## src/rtl/reg_file_wb.sv

```systemverilog
// Register file feeding the 8-bit ALU. Writes pass through a one-stage writeback
// register. Reads are combinational and forward from that stage, so a write is visible one cycle later.
module reg_file_wb #(
  parameter int DW = 8,
  parameter int AW = 3
) (
  input  logic          clk,
  input  logic          reset,
  input  logic [AW-1:0] rs_addr,
  input  logic [AW-1:0] rt_addr,
  output logic [DW-1:0] rs_data,
  output logic [DW-1:0] rt_data,
  output logic [DW-1:0] super_data,
  input  logic          wr_en,
  input  logic [AW-1:0] wr_addr,
  input  logic [DW-1:0] wr_data,
  input  logic          flag_we,
  input  logic          zero_in,
  input  logic          stall,
  output logic          zero_flag,
  output logic          wr_drop
);

  localparam int NREG = 2 ** AW;

  logic [DW-1:0] regs [NREG];
  logic          pend_valid_reg;
  logic [AW-1:0] pend_addr_reg;
  logic [DW-1:0] pend_data_reg;
  logic          zero_flag_reg;
  logic          wr_drop_reg;

  // The array must clear on reset, so it is held in flops rather than block RAM.
  always_ff @(posedge clk) begin
    if (reset) begin
      for (int i = 0; i < NREG; i++) begin
        regs[i] <= '0;
      end
    end else if (!stall && pend_valid_reg) begin
      regs[pend_addr_reg] <= pend_data_reg;
    end
  end

  always_ff @(posedge clk) begin
    if (reset) begin
      pend_valid_reg <= 1'b0;
      pend_addr_reg  <= '0;
      pend_data_reg  <= '0;
      wr_drop_reg    <= 1'b0;
      zero_flag_reg  <= 1'b0;
    end else begin
      if (!stall) begin
        pend_valid_reg <= wr_en;
        pend_addr_reg  <= wr_addr;
        pend_data_reg  <= wr_data;
      end else if (wr_en) begin
        wr_drop_reg <= 1'b1;
      end
      if (flag_we) begin
        zero_flag_reg <= zero_in;
      end
    end
  end

  // Forward only from the registered stage; wr_data never reaches the read ports
  // combinationally, which keeps the ALU path loop-free.
  assign rs_data    = (pend_valid_reg && pend_addr_reg == rs_addr) ? pend_data_reg : regs[rs_addr];
  assign rt_data    = (pend_valid_reg && pend_addr_reg == rt_addr) ? pend_data_reg : regs[rt_addr];
  assign super_data = (pend_valid_reg && pend_addr_reg == '0)      ? pend_data_reg : regs[0];

  assign zero_flag = zero_flag_reg;
  assign wr_drop   = wr_drop_reg;

endmodule
```

## config.mk

```make
export PLATFORM = sky130hd
export DESIGN_NAME = reg_file_wb
export DESIGN_NICKNAME = d
export VERILOG_FILES = /design/src/rtl/reg_file_wb.sv
export SDC_FILE = /design/constraint.sdc
export NUM_CORES = 1
export LEC_CHECK = 0
export BUFFER_PORTS_ARGS = -buffer_cell sky130_fd_sc_hd__buf_2
export CAP_MARGIN = 20
export CELL_PAD_IN_SITES_DETAIL_PLACEMENT = 1
export CELL_PAD_IN_SITES_GLOBAL_PLACEMENT = 2
export CORE_ASPECT_RATIO = 1.5
export CORE_MARGIN = 2
export CORE_UTILIZATION = 39
export CTS_BUF_LIST = sky130_fd_sc_hd__clkbuf_8
export DETAILED_ROUTE_END_ITERATION = 10
export GPL_TIMING_DRIVEN = 1
export HOLD_SLACK_MARGIN = 0.1
export PLACE_DENSITY_LB_ADDON = 0.25
export SLEW_MARGIN = 20
export SYNTH_ARGS = -nofsm -noshare
export SYNTH_HDL_FRONTEND = slang
export SYNTH_SLANG_ARGS = --single-unit
```

## constraint.sdc

```tcl
create_clock -name clk -period 1.7 [get_ports clk]
set_clock_uncertainty 0.05 [all_clocks]
set_input_delay 0.085 -clock clk [delete_from_list [all_inputs] [get_ports clk]]
set_output_delay 0.085 -clock clk [all_outputs]
set_load 0.01 [all_outputs]
```

== Word level (Yosys, flattened, before mapping) ==
Memories as Yosys holds them, arrays and structs flattened.
Index checks and enable logic that the tools add are counted.

* Mux-type cells: 11
* Equal/unequal tests: 2
* Reductions and logical operators: 8

{| class="wikitable"
|+ Operators with widths
! cell !! count
|-
| 8-bit two-way mux || 4
|-
| 8-bit OR reduction || 1
|-
| 3-bit equality test || 2
|-
| 1-bit two-way mux || 6
|-
| 1-bit logical AND || 4
|-
| 3-bit zero test || 1
|-
| 3-bit two-way mux || 1
|-
| 2-bit AND reduction || 1
|-
| 1-bit zero test || 1
|}

* Register bits after elaboration: 14
* RAM bits: 64
* Memories: 1
* Logic and storage cells: 27
* Output and inout bits: 26

{| class="wikitable"
|+ Memories
! memory !! depth !! width !! read ports !! clocked after Yosys merged registers in !! wr ports !! RTL line !! RTL
|-
| regs || 8 || 8 || 3 || 0 || 8 || 26 || <nowiki>logic [DW-1:0] regs [NREG];</nowiki>
|}

== Depth between registers and ports, before layout ==
* Depth after elaboration: 7
* Mapped depth: 5

== Least setup slack after synthesis ==
OpenSTA, ideal clock, no wires.

* Path kind: register to register
* Start point: register pend_addr_reg[0]
* End point: memory regs[6][0] (enable)
* Setup slack: -0.201 ns
* Path buffers: 1
* Setup time: 0.309 ns
* Cell stages (with the launch flop): 5
* Arrival time: 1.542 ns
* Path through: dfxtp_1 clkbuf_1 or4b_1 nor2_1 or2_2

{| class="wikitable"
|+ RTL lines
! element !! RTL line !! RTL
|-
| start, declared || 28 || <nowiki>logic [AW-1:0] pend_addr_reg;</nowiki>
|-
| start signal, assigned || 54 || <nowiki>pend_addr_reg <= wr_addr;</nowiki>
|-
| end, declared || 26 ||
|}

==> results <==
- After detailed routing, the average wire length per cell comes to 22.8 µm.
- In this run switching power makes up 24.1% of total power.
- In this run the tightest slew margin relative to its limit is 61.5%.
- The overall power after layout is 4.76 mW.
- In this run, the number of DRC markers left after iteration 0 of detailed routing was 201.
- The final critical path takes up 126% of the cycle.
- Setup repair after global routing could not meet its margin everywhere.
- A synthesized cell averages 14.9 µm².
- Of the cells placed in the final design, the portion with a size suffix greater than 1 is 50.4%.
- The pre-antenna-repair detailed-routing pass consisted of 4 iterations.
- The flow ran to the end, but the final reports show violations.
- The maximum number of pins on one net before global-route repair is 20.
- The part of the power in the clock network is 36.3%.
- The H-tree depth is 3.
- Sequential cells were found to cover 49.9% of the synthesized design area.
- In this run, placement finished with an instance count of 505.
- For this run, the top clock speed supported by timing is 465 MHz.
- The shortest clock period the worst path allows after layout is 2150 ps.
- Synthesis produced a netlist with a net count of 320.
- Final hold analysis gives a worst-case slack of 151 ps.
- The later pin in the worst-skew pair is clocked with a latency of 370 ps.
- The number of non-filler instances in the completed layout is 542.
- The placeable core region is 11100 µm².
- The synthesized cell area is 4410 µm².
- The post-route cell area is 5750 µm².
- The clock transition time at the flip-flop clock pins of the worst setup and hold paths is 80 ps.
- The number of flip-flops under the largest register name is 64.
- The power spent charging and discharging nets is 1.15 mW.
- Synthesis inferred 78 register bits.
- In this run the tool buffered the top-level ports with 48 buffer cells.
- Counting every sink on the clock net gives 78.
- The number of max-cap violations is 0.
- The pre-CTS setup slack is -153 ps.
- The count of final hold-check violations is 0.
- In this run the worst path has a maximum fanout of 2.
- The internal portion of total power is 3.61 mW.
- In the routed design, unresolved DRC markers number 0.
- Yosys printed 0 warnings.
- The min-delay analysis places its worst path in the category in -> reg.
- After detailed routing, the number of vias per cell comes to 5.28.
- The first-pass GRT wire length is 19200 µm.
- The placed instances occupy a cell area of 5070 µm².
- The area growth from synthesis to layout is 30.2%.
- Across the VDD grid, the largest voltage drop is 0.000579 V.
- The number of instances in the synthesized netlist is 297.
- The overall via count from detail_route is 2863.
- For the worst setup path, the data arrival time is 2010 ps.
- In this run the horizontal extent of the chip is 90.8 µm.
- Registers are responsible for 46.6% of the overall power.
- Cells fill 52.0% of the core in the end.
- In this run the count of I/O pins placed on the die edge is 49.
- In this run the remaining antenna-violating nets after routing total 0.
- By startpoint and endpoint, the worst setup path is classified as reg -> out.
- Setup violations remaining at the end of the flow were counted as 42.
- After floorplanning, the core was divided into 47 placement rows.
- The slew at the pin with the worst max-slew slack is 577 ps.
- The post-synthesis cell type count is 25.
- The required time of the critical path is 1560 ps.
- The floorplan die height is 134 µm.
- After global routing the overflow that remains totals 0.
- At the end of routability-driven placement, the weighted congestion stood at 0.769.
- After detailed routing, the total wire length is 12400 µm.
- The clock tree from TritonCTS is built.
- The number of antenna violations at the first check in global routing was 0.
- The total power per unit cell area is 828 nW/µm².
- The post-layout worst setup margin is -449 ps.
- The global-route total usage across every layer is 21.8%.
- TritonCTS created 9 clock buffers.
- The die area is 12200 µm².
- The proportion of power drawn by combinational gates is 17.1%.
- The type of element launching the critical path is a flip-flop.
- The leakage power total is 2.34 nW.
- Once the floorplan was initialized, standard cells occupied 39.9% of the core.
- The kind of capture point of the worst setup path is an output pin.
- The post-DP HPWL is 8830 µm.
- The net count of the finished layout is 413.
- Adding up every negative setup slack in the final design gives -9000 ps.
- The final number of max-transition violations was 0.
- The root cell of the clock tree is sky130_fd_sc_hd__clkbuf_8.
- The total inserted antenna cells is 0.
- The buffer depth of the longest clock path is 2.
- The final reports fail on negative setup slack.
- The via count of the first global-routing pass was 3141.
## critical path, cell delays in order, from the launching register on
cell and delay [ps]:
sky130_fd_sc_hd__edfxtp_1 450, sky130_fd_sc_hd__mux4_2 510, sky130_fd_sc_hd__mux2_4 300, sky130_fd_sc_hd__mux2_4 270
sky130_fd_sc_hd__buf_6 120
## power groups by stage
stage | combinational [mW] | sequential (mW) | clock (mW)
after CTS | 0.808 | 2.22 | 1.75
after detailed placement | 0.632 | 2.26 | 0
after floorplan | 0.426 | 2.20 | 0
after global routing | 0.865 | 2.23 | 1.84
after global placement | 0.622 | 2.25 | 0
final | 0.813 | 2.22 | 1.73
## Yosys cell counts
master / n / area share [%]
sky130_fd_sc_hd__clkbuf_1: 14 / 1.2
sky130_fd_sc_hd__mux4_2: 14 / 7.1
sky130_fd_sc_hd__dfxtp_1: 14 / 6.4
sky130_fd_sc_hd__nand2b_1: 2 / 0.28
sky130_fd_sc_hd__mux2i_1: 13 / 2.9
sky130_fd_sc_hd__mux2_4: 2 / 0.68
sky130_fd_sc_hd__buf_12: 2 / 0.91
sky130_fd_sc_hd__nor2_1: 20 / 1.7
sky130_fd_sc_hd__nor3_1: 1 / 0.11
sky130_fd_sc_hd__buf_1: 1 / 0.085
sky130_fd_sc_hd__or2_2: 8 / 1.1
sky130_fd_sc_hd__edfxtp_1: 64 / 44
sky130_fd_sc_hd__a21oi_1: 1 / 0.11
sky130_fd_sc_hd__xnor2_1: 6 / 1.2
sky130_fd_sc_hd__nor3_2: 1 / 0.23
sky130_fd_sc_hd__buf_2: 4 / 0.45
sky130_fd_sc_hd__nand2_1: 1 / 0.085
sky130_fd_sc_hd__or4b_1: 1 / 0.23
sky130_fd_sc_hd__mux4_1: 18 / 11
sky130_fd_sc_hd__nand4bb_1: 1 / 0.26
sky130_fd_sc_hd__nor4b_4: 1 / 0.54
sky130_fd_sc_hd__buf_6: 4 / 1.0
sky130_fd_sc_hd__mux2_2: 38 / 9.7
sky130_fd_sc_hd__and2_1: 64 / 9.1
sky130_fd_sc_hd__nand4_1: 2 / 0.28
## cell usage in the layout, fill, tap and decap left out, types with 2 or more instances in the layout
cell type | synthesis | routed
sky130_fd_sc_hd__nand4_1 | 2 | 2
sky130_fd_sc_hd__or2_4 | 0 | 8
sky130_fd_sc_hd__mux2_2 | 38 | 6
sky130_fd_sc_hd__bufinv_16 | 0 | 3
sky130_fd_sc_hd__xnor2_1 | 6 | 6
sky130_fd_sc_hd__clkbuf_8 | 0 | 9
sky130_fd_sc_hd__nor2_2 | 0 | 2
sky130_fd_sc_hd__dlygate4sd3_1 | 0 | 14
sky130_fd_sc_hd__nor2_1 | 20 | 17
sky130_fd_sc_hd__mux4_2 | 14 | 32
sky130_fd_sc_hd__inv_6 | 0 | 2
sky130_fd_sc_hd__dfxtp_2 | 0 | 2
sky130_fd_sc_hd__buf_12 | 2 | 6
sky130_fd_sc_hd__mux2_4 | 2 | 34
sky130_fd_sc_hd__buf_6 | 4 | 29
sky130_fd_sc_hd__and2_1 | 64 | 64
sky130_fd_sc_hd__buf_4 | 0 | 34
sky130_fd_sc_hd__edfxtp_1 | 64 | 64
sky130_fd_sc_hd__nand2b_1 | 2 | 2
sky130_fd_sc_hd__dfxtp_1 | 14 | 11
sky130_fd_sc_hd__buf_2 | 4 | 24
sky130_fd_sc_hd__mux2i_1 | 13 | 13
## logic make-up after synthesis
| group | Yosys count | synth area share [%] |
|---|---|---|
| AO/OA/AOI/OAI | 1 | 0.113 |
| XOR/XNOR | 6 | 1.19 |
| buffers and inverters | 25 | 3.66 |
| flip-flops | 78 | 49.9 |
| multiplexers | 85 | 31.2 |
| AND/OR/NAND/NOR | 102 | 13.9 |
## layer usage
| metal | up-vias | GRT usage (%) | share of wire, % |
|---|---|---|---|
| met1 | 1495 | 25.7 | 40 |
| li1 | 1289 | - | - |
| met5 | - | 0 | 0 |
| met2 | 61 | 40.1 | 56 |
| met3 | 18 | 3.31 | 2.7 |
| met4 | 0 | 7.58 | 2.0 |
## area by class of cell
class	instances	area (µm²)
fillers	1124	5310
flip-flops and latches	78	2210
multi-input cells	194	2150
repair buffers	107	962
well taps	147	184
clock buffers	9	124
clock inverters	7	119
## what timing repair did
action | CTS | global route
pin swaps | 2 | 2
endpoints found under the hold margin | 14 | 0
gates resized for setup | 80 | 9
hold buffers | 14 | 0
setup endpoints to repair | 32 | 40
setup buffers | 5 | 3
## worst paths after layout
| path | slack (ps) | startpoint | to | cells after the start |
|---|---|---|---|---|
| min reg2reg | 430 | wr_drop$_SDFFE_PP0P_ | wr_drop$_SDFFE_PP0P_ | 2 |
| min | 150 | reset | pend_addr_reg[2]$_SDFFE_PP0N_ | 3 |
| max reg2reg | -120 | pend_addr_reg[0]$_SDFFE_PP0N_ | regs[0][0]$_SDFFCE_PN0P_ | 4 |
| max | -450 | regs[1][4]$_SDFFCE_PN0P_ | rt_data[4] | 4 |
Note: power is estimated with default switching activity, not from simulation.
